`config.mk`:
```
export PLATFORM = sky130hd
export DESIGN_NAME = key_event_encoder
export DESIGN_NICKNAME = d
export VERILOG_FILES = /design/src/rtl/key_event_encoder.sv
export SDC_FILE = /design/constraint.sdc
export NUM_CORES = 1
export LEC_CHECK = 0
export BUFFER_PORTS_ARGS = -buffer_cell sky130_fd_sc_hd__buf_2
export CAP_MARGIN = 20
export CORE_AREA = 2 2 78 136
export CTS_CLUSTER_SIZE = 14
export DETAILED_ROUTE_END_ITERATION = 6
export DIE_AREA = 0 0 80 138
export HOLD_SLACK_MARGIN = 0.06
export PLACE_DENSITY = 0.71
export SYNTH_ARGS = -nofsm -noshare
export SYNTH_HDL_FRONTEND = slang
export SYNTH_SLANG_ARGS = --single-unit
```
`constraint.sdc`:
```
create_clock -name clk -period 4.1 [get_ports clk]
set_input_delay 0.615 -clock clk [delete_from_list [all_inputs] [get_ports clk]]
set_output_delay 0.615 -clock clk [all_outputs]
set_load 0.1 [all_outputs]
```
`src/rtl/key_event_encoder.sv`:
```
// key_event_encoder
//   Scans debounced key levels plus program / pitchshift controls and queues
//   note-on, note-off and program-change bytes in a small event FIFO, then
//   hands them one at a time to a serial/MIDI transmitter.
//
//   Ports:
//     clk, rst        clock, synchronous active-high reset
//     ena             encoder enable
//     key             NUM_KEYS debounced key levels
//     program_num     7-bit program number
//     pitchshift      5-bit transpose amount
//     mready          transmitter idle/ready
//     data            message byte, valid while mstart=1
//     mstart          one-cycle start strobe to the transmitter
//     busy            FIFO non-empty or scanner not in SCAN
//     fifo_level      FIFO occupancy
//
//   Build option KEY_ENC_ALL_OFF_EN: when defined, dropping ena sends a
//   note-off for every held key and then holds; when undefined, dropping ena
//   clears the key state and the FIFO and silences the output.

module key_event_encoder #(
    parameter int unsigned           NUM_KEYS    = 10,
    parameter logic [6*NUM_KEYS-1:0] KEY_OFFSETS = {6'd15, 6'd14, 6'd12, 6'd10, 6'd8,
                                                    6'd7,  6'd5,  6'd3,  6'd2,  6'd0},
    parameter int unsigned           FIFO_DEPTH  = 4,
    parameter logic [4:0]            SHIFT_INIT  = 5'd7
) (
    input  logic                          clk,
    input  logic                          rst,
    input  logic                          ena,
    input  logic [NUM_KEYS-1:0]           key,
    input  logic [6:0]                    program_num,
    input  logic [4:0]                    pitchshift,
    input  logic                          mready,
    output logic [7:0]                    data,
    output logic                          mstart,
    output logic                          busy,
    output logic [$clog2(FIFO_DEPTH):0]   fifo_level
);

    localparam int unsigned PTR_W = $clog2(FIFO_DEPTH);
    localparam int unsigned CNT_W = PTR_W + 1;

    typedef enum logic [1:0] {SCAN, FLUSH, ALLOFF, HOLD} scan_e;
    typedef enum logic       {IDLE, WAIT}                out_e;

    logic [NUM_KEYS-1:0] key_q, key_reg_q, key_reg_d, diff;
    logic [4:0]          shift_q, shift_d;
    logic [6:0]          prog_q, prog_d;
    scan_e               scan_q, scan_d;
    out_e                out_q, out_d;
    logic [7:0]          mem_q [FIFO_DEPTH];
    logic [7:0]          mem_d [FIFO_DEPTH];
    logic [PTR_W-1:0]    wr_q, wr_d, rd_q, rd_d;
    logic [CNT_W-1:0]    cnt_q, cnt_d;
    logic [7:0]          data_q, data_d;
    logic                mstart_q, mstart_d, busy_q, busy_d;

    logic                push, pop, can_push;
    logic [7:0]          push_byte;
    logic                disabled, alloff_req;

    logic                diff_hit, diff_lvl, reg_hit;
    logic [NUM_KEYS-1:0] diff_mask, reg_mask;
    logic [5:0]          diff_off, reg_off;

    function automatic logic [7:0] note_byte(input logic [5:0] off, input logic [4:0] shift,
                                             input logic on);
        logic [5:0] note;
        note = off + {1'b0, shift};
        return {note, on, 1'b0};
    endfunction

    // Enable handling differs per build: all-off sweep vs. hard flush.
`ifdef KEY_ENC_ALL_OFF_EN
    assign disabled   = 1'b0;
    assign alloff_req = !ena && (scan_q == SCAN || scan_q == FLUSH);
`else
    assign disabled   = !ena;
    assign alloff_req = 1'b0;
`endif

    assign diff = key_q ^ key_reg_q;

    // Lowest-index changed key and lowest-index held key.
    always_comb begin
        diff_hit  = 1'b0;
        diff_mask = '0;
        diff_off  = '0;
        reg_hit   = 1'b0;
        reg_mask  = '0;
        reg_off   = '0;
        for (int i = int'(NUM_KEYS) - 1; i >= 0; i--) begin
            if (diff[i]) begin
                diff_hit  = 1'b1;
                diff_mask = NUM_KEYS'(1) << i;
                diff_off  = 6'(KEY_OFFSETS >> (6 * i));
            end
            if (key_reg_q[i]) begin
                reg_hit  = 1'b1;
                reg_mask = NUM_KEYS'(1) << i;
                reg_off  = 6'(KEY_OFFSETS >> (6 * i));
            end
        end
        diff_lvl = |(key_q & diff_mask);
    end

    // A slot frees up when the output stage pops in the same cycle.
    assign can_push = (cnt_q != CNT_W'(FIFO_DEPTH)) || pop;

    // Scanner: one event per cycle; blocked events simply retry next cycle.
    always_comb begin
        scan_d    = scan_q;
        key_reg_d = key_reg_q;
        shift_d   = shift_q;
        prog_d    = prog_q;
        push      = 1'b0;
        push_byte = '0;
        if (disabled) begin
            key_reg_d = '0;
            scan_d    = SCAN;
        end else if (alloff_req) begin
            scan_d = ALLOFF;
        end else begin
            case (scan_q)
                SCAN: begin
                    if (shift_q != pitchshift) begin
                        scan_d = FLUSH;
                    end else if (diff_hit) begin
                        if (can_push) begin
                            push      = 1'b1;
                            push_byte = note_byte(diff_off, shift_q, diff_lvl);
                            key_reg_d = (key_reg_q & ~diff_mask) | (key_q & diff_mask);
                        end
                    end else if (prog_q != program_num) begin
                        if (can_push) begin
                            push      = 1'b1;
                            push_byte = {program_num, 1'b1};
                            prog_d    = program_num;
                        end
                    end
                end
                FLUSH, ALLOFF: begin
                    if (reg_hit) begin
                        if (can_push) begin
                            push      = 1'b1;
                            push_byte = note_byte(reg_off, shift_q, 1'b0);
                            key_reg_d = key_reg_q & ~reg_mask;
                        end
                    end else if (scan_q == FLUSH) begin
                        // Latest pitchshift is sampled only on exit.
                        shift_d = pitchshift;
                        scan_d  = SCAN;
                    end else begin
                        scan_d = HOLD;
                    end
                end
                HOLD: begin
                    if (ena) scan_d = SCAN;
                end
                default: scan_d = SCAN;
            endcase
        end
    end

    // Output handshake: pop on IDLE+mready, then wait for mready to drop.
    always_comb begin
        out_d    = out_q;
        data_d   = data_q;
        mstart_d = 1'b0;
        pop      = 1'b0;
        if (disabled) begin
            out_d  = IDLE;
            data_d = '0;
        end else begin
            case (out_q)
                IDLE: begin
                    if (mready && cnt_q != '0) begin
                        pop      = 1'b1;
                        data_d   = mem_q[rd_q];
                        mstart_d = 1'b1;
                        out_d    = WAIT;
                    end
                end
                WAIT: begin
                    if (!mready) out_d = IDLE;
                end
                default: out_d = IDLE;
            endcase
        end
    end

    // Event FIFO pointers and storage.
    always_comb begin
        mem_d = mem_q;
        wr_d  = wr_q;
        rd_d  = rd_q;
        cnt_d = cnt_q;
        if (disabled) begin
            wr_d  = '0;
            rd_d  = '0;
            cnt_d = '0;
        end else begin
            if (push) begin
                mem_d[wr_q] = push_byte;
                wr_d        = wr_q + PTR_W'(1);
            end
            if (pop) rd_d = rd_q + PTR_W'(1);
            cnt_d = cnt_q + CNT_W'(push) - CNT_W'(pop);
        end
        busy_d = (cnt_d != '0) || (scan_d != SCAN);
    end

    always_ff @(posedge clk) begin
        if (rst) begin
            key_q     <= '0;
            key_reg_q <= '0;
            shift_q   <= SHIFT_INIT;
            prog_q    <= '0;
            scan_q    <= SCAN;
            out_q     <= IDLE;
            mem_q     <= '{default: '0};
            wr_q      <= '0;
            rd_q      <= '0;
            cnt_q     <= '0;
            data_q    <= '0;
            mstart_q  <= 1'b0;
            busy_q    <= 1'b0;
        end else begin
            key_q     <= key;
            key_reg_q <= key_reg_d;
            shift_q   <= shift_d;
            prog_q    <= prog_d;
            scan_q    <= scan_d;
            out_q     <= out_d;
            mem_q     <= mem_d;
            wr_q      <= wr_d;
            rd_q      <= rd_d;
            cnt_q     <= cnt_d;
            data_q    <= data_d;
            mstart_q  <= mstart_d;
            busy_q    <= busy_d;
        end
    end

    assign data       = data_q;
    assign mstart     = mstart_q;
    assign busy       = busy_q;
    assign fifo_level = cnt_q;

endmodule

```
Word-level counts from Yosys, hierarchy flattened
Cells that the tools add are included.
{"block": "totals", "wordCells": 166, "reg_bits": 84, "inputBits": 26}
{"block": "classes", "reduce_logical": 17, "n_mux": 99, "n_eq_ne": 11, "bitwise_logic": 14, "order_cmp": 3, "n_addsub": 6}
{"op": "two-way mux 10 bit", "count": 25}
{"op": "two-way mux 6 bit", "count": 17}
{"op": "two-way mux 8 bit", "count": 11}
{"op": "bitwise mux 32 bit", "count": 1}
{"op": "AND 10 bit", "count": 3}
{"op": "two-way mux 1 bit", "count": 30}
{"op": "inverter 10 bit", "count": 2}
{"op": "one-hot mux 10 bit (2 select lines)", "count": 1}
{"op": "binary-select mux 8 bit (select 2 bit)", "count": 1}
{"op": "demux 8 bit (select 2 bit)", "count": 1}
{"op": "one-hot mux 8 bit (2 select lines)", "count": 1}
{"op": "adder 6 x 5 -> 6 bit", "count": 2}
{"op": "two-way mux 4 bit", "count": 3}
{"op": "AND reduction 6 bit", "count": 2}
{"op": "!= test 2 bit, second input constant", "count": 5}
{"op": "bitwise OR 10 bit", "count": 1}
{"op": "OR reduction 10 bit", "count": 1}
{"op": "bitwise XOR 10 bit", "count": 1}
{"op": "two-way mux 2 bit", "count": 4}
{"op": "!= test 7 bit", "count": 1}
{"op": ">= comparator 3 bit, second input constant", "count": 2}
{"op": "inverter 2 -> 3 bit", "count": 2}
{"op": "one-hot mux 2 bit (3 select lines)", "count": 1}
{"op": "nonzero test 3 bit", "count": 2}
{"op": "18 further kinds", "count": 30}

Depth between registers and ports, before layout
{"block": "logic_depth", "depth_word": 20, "ltp_mapped": 17, "mapped_depth_nobuf": 17}

Least setup slack after synthesis
OpenSTA, ideal clock, no wires.
{"block": "synth_timing", "path_type": "register to register", "startpoint": "reg cnt_q[1] (netlist: fifo_level[1])", "endpoint": "reg busy_q (netlist: busy)", "stages_incl_launch_ff": 16, "required_time_ns": 3.973, "n_path_buf": 0, "setup_slack_ns": 0.177, "t_arrival_ns": 3.796, "synth_period_minus_slack_ns": 3.923, "cell_sequence": "dfxtp_1 -> nor2_1 -> and3_4 -> nor4_4 -> o21ai_2 -> a21oi_1 -> inv_1 -> ha_1 -> inv_1 -> ha_1 -> inv_1 -> fa_1 -> xor2_1 -> xnor2_1 -> nor2_1 -> or3_1"}
{"block": "synth_between", "elab_chain_cells": 17, "elab_cells_between_ends": 19}
{"item": "from (decl)", "line_no": "56", "source": "logic [CNT_W-1:0] cnt_q, cnt_d;"}
{"item": "from (signal assigned)", "line_no": "240", "source": "cnt_q <= cnt_d;"}
{"item": "nonzero test 3 bit", "line_no": "179", "source": "if (mready && cnt_q != '0) begin"}
{"item": "logical AND 1 bit", "line_no": "179"}
{"item": "two-way mux 1 bit", "line_no": "179"}
{"item": "two-way mux 1 bit (2 in a row)"}
{"item": "logical OR 1 bit", "line_no": "110", "source": "assign can_push = (cnt_q != CNT_W'(FIFO_DEPTH)) || pop;"}
{"item": "two-way mux 1 bit", "line_no": "131, 137, 146"}
{"item": "two-way mux 1 bit", "line_no": "136", "source": "end else if (prog_q != program_num) begin"}
{"item": "two-way mux 1 bit", "line_no": "130", "source": "end else if (diff_hit) begin"}
{"item": "two-way mux 1 bit", "line_no": "128", "source": "if (shift_q != pitchshift) begin"}
{"item": "one-hot mux 1 bit (2 select lines)", "line_no": "126", "source": "case (scan_q)"}
{"item": "two-way mux 1 bit", "line_no": "120", "source": "if (disabled) begin"}
{"item": "adder 3 x 1 -> 3 bit", "line_no": "210", "source": "cnt_d = cnt_q + CNT_W'(push) - CNT_W'(pop);"}
{"item": "subtractor 3 x 1 -> 3 bit (*)", "line_no": "210"}
{"item": "two-way mux 3 bit (*)", "line_no": "200", "source": "if (disabled) begin"}
{"item": "nonzero test 3 bit (*)", "line_no": "212", "source": "busy_d = (cnt_d != '0) || (scan_d != SCAN);"}
{"item": "logical OR 1 bit (*)", "line_no": "212"}
{"item": "to (signal assigned)", "line_no": "243", "source": "busy_q <= busy_d;"}
{"item": "to (decl)", "line_no": "58", "source": "logic mstart_q, mstart_d, busy_q, busy_d;"}
Every way passes the cells marked *; elsewhere a longest branch is shown, timed or not.
A chain may end at the register's enable or synchronous reset.

Final worst setup path
{"block": "layout_timing", "startpoint": "reg key_reg_q[0]", "endpoint": "reg busy_q (netlist: busy)"}
{"block": "layout_between", "elab_chain_cells": 11, "elab_cells_between_ends": 17}
{"item": "from (decl)", "line_no": "48", "source": "logic [NUM_KEYS-1:0] key_q, key_reg_q, key_reg_d, diff;"}
{"item": "from (signal assigned)", "line_no": "232", "source": "key_reg_q <= key_reg_d;"}
{"item": "bitwise XOR 10 bit", "line_no": "84", "source": "assign diff = key_q ^ key_reg_q;"}
{"item": "two-way mux 1 bit", "line_no": "95", "source": "if (diff[i]) begin"}
{"item": "two-way mux 1 bit", "line_no": "130"}
{"item": "two-way mux 1 bit", "line_no": "128"}
{"item": "one-hot mux 1 bit (2 select lines)", "line_no": "126"}
{"item": "two-way mux 1 bit", "line_no": "120"}
{"item": "adder 3 x 1 -> 3 bit", "line_no": "210"}
{"item": "subtractor 3 x 1 -> 3 bit", "line_no": "210"}
{"item": "two-way mux 3 bit", "line_no": "200"}
{"item": "nonzero test 3 bit", "line_no": "212"}
{"item": "logical OR 1 bit (*)", "line_no": "212"}
Marked as above.

==> flow_metrics.tcl <==
set metrics [dict create \
    cts_hold_buffers 0 \
    synth_top_family_by_area "simple AND/OR/NAND/NOR gates" \
    synth_largest_area_cell "dfxtp_1" \
    wirelength_um 11600 \
    dr.pass1.iters 4 \
    place_area_sq_um 5160 \
    relSlewSlack_pct 56.0 \
    rows 49 \
    hpwl_um 8960 \
    htree_levels 3 \
    pin_count 39 \
    layout.nets 620 \
    p_leak_nw 2.17 \
    clockBufferDepth 2 \
    final.hold.worst_slack_ns 0.452 \
    skew_ns 0.00550 \
    yosysMostFrequentCell "dfxtp_1" \
    synth_fa_ha_area_share_pct 7.62 \
    synth_compound_area_share_pct 14.7 \
    route.vias.total 4002 \
    start_util_pct 48.7 \
    drv_slew 0 \
    placedCellCount 682 \
    grt_max_degree 43 \
    synth_top_cell_area_share_pct 34.4 \
    avgSynthCellArea_sq_um 9.10 \
    cts_tree "done" \
    root_buffer "clkbuf_16" \
    syn_inst 538 \
    maxCapViolCount 0 \
    yosysSeqAreaShare_pct 34.4 \
    synthFlopType "dfxtp_1" \
    grt_util_all_layers_pct 22.3 \
    muxShareOfSynthArea_pct 11.7 \
    netlist_top_cells_count "dfxtp_1, nor2_1, mux2i_1" \
    remaining_drc_errors 0 \
    fin_setup_tns_ns 0 \
    criticalPathCategory "flop to flop" \
    ys_seq_elements 84 \
    required_ns 4.33 \
    rsz0062_at_grt "no" \
    final_area_sq_um 5490 \
    clk_pin_slew_worst_paths_ns 0.06 \
    die_area_sq_um 11000 \
    synth_nets 588 \
    critPathLaunchType "flop" \
    power_mw 1.89 \
    ir_drop_mv 0.248 \
    synth_edf_count 0 \
    hold_viol 0 \
    diodes 0 \
    fmax_mhz 264 \
    grt_pass1_vias 4086 \
    cp_data_arrival_time_ns 4.02 \
    clk_latency_ns 0.34 \
    cts_sinks 84 \
    die_width_um 80 \
    area.growth.synth_to_final_pct 12.1 \
    antenna_found_initial 0 \
    final_cells 702 \
    drive_above_1_share_pct 15.5 \
    period_needed_ns 3.79 \
    core_sq_um 10100 \
    power.density_nw_per_um2 345 \
    cp-end-kind "flop" \
    cts_buffers 9 \
    cp_max_fo 8 \
    grt_pass1_wl_um 19200 \
    worstMarginPinSlew_ns 0.659 \
    place_congestion 0.878 \
    die_y_um 138 \
    synth.distinct_cells 64 \
    portBuffers 38 \
    status "finished clean" \
    synth_xor_area_share_pct 6.42 \
    ant_nets 0 \
    ys_top_cells_by_area "dfxtp_1, mux2i_1, ha_1" \
    synthSimpleGateAreaFrac_pct 21.1 \
    routedWlPerCell_um 16.5 \
    drt_iter0_markers 141 \
    hold_class "flop to flop" \
    yosysWarnings 0 \
    synth_area_sq_um 4890 \
    min_period_over_period_pct 92.4 \
    grt_overflow 0 \
    viasPerCell 5.70 \
    finalSetupViolCount 0 \
    ys_async_sr_fraction_pct 0 \
]
## per-layer routing
layer,share of wire (%),global-route usage [%],vias up
li1,-,-,1971
met4,4.5,14.9,0
met1,35,21.4,1888
met3,3.3,3.39,37
met5,0,0,-
met2,57,41.7,106
## cell type report
cell class | instances | area [sq um]
sequential | 84 | 1680
clock buffer | 12 | 236
timing repair buffer | 49 | 273
fill | 951 | 4570
tap | 127 | 159
clock inverter | 4 | 50.0
multi-input combinational | 408 | 3020
inverter | 18 | 67.6
## worst paths after layout
check | start | end | slack [ns] | cells after the start
max | key_reg_q[0]$_SDFFE_PP0P_ | busy$_SDFF_PP0_ | 0.31 | 17
min | data[7]$_SDFFE_PP0N_ | data[7]$_SDFFE_PP0N_ | 0.45 | 2
max reg2reg | key_reg_q[0]$_SDFFE_PP0P_ | busy$_SDFF_PP0_ | 0.31 | 17
min reg2reg | data[7]$_SDFFE_PP0N_ | data[7]$_SDFFE_PP0N_ | 0.45 | 2
## power by group
| group | leakage (nW) | internal (mW) | switching, mW |
|---|---|---|---|
| Clock | 0.133 | 0.472 | 0.331 |
| Sequential | 0.680 | 0.827 | 0.0135 |
| Combinational | 1.36 | 0.0984 | 0.153 |
## cell families after synthesis
kind of cell | Yosys count
AOI/OAI and AO/OA | 103
xor gates and xnor gates | 35
adders and majority gates | 29
buffers and inverters | 46
DFF | 84
muxes | 47
and+or+nand+nor | 194
## what timing repair did
item | CTS | global route
resized for setup | 0 | 1
buffers inserted | 0 | 4
setup endpoints to repair | 0 | 1
## cell usage in the layout, fill, tap and decap left out, types with 11 or more instances in the layout
| master | n |
|---|---|
| dfxtp_1 | 84 |
| nand2_1 | 37 |
| inv_1 | 18 |
| nor2b_1 | 19 |
| nor2_1 | 69 |
| ha_1 | 21 |
| buf_4 | 11 |
| buf_2 | 38 |
| xor2_1 | 18 |
| mux2i_1 | 39 |
| a21oi_1 | 24 |
| xnor2_1 | 16 |
## per-stage QoR
step	util [%]	setup slack [ns]
6_report	54.6	0.310
5_1_grt	54.6	0.0480
4_1_cts	54.2	0.177
3_5_place_dp	51.3	0.234
3_3_place_gp	51.3	0.307
2_1_floorplan	-	0.177
## worst max-delay path, cell delays in order, from the launching register on
cell     delay [ns]
dfxtp_1        0.48
inv_1          0.10
ha_1           0.39
inv_1          0.10
nor3_2         0.26
nand4_2        0.25
o21ai_4        0.26
a21oi_1        0.16
inv_1          0.09
ha_1           0.22
inv_1          0.06
ha_1           0.13
inv_1          0.05
fa_1           0.37
xor2_1         0.18
xnor2_1        0.14
nor2_1         0.06
or3_1          0.36
(Power assumes the default switching activity.)
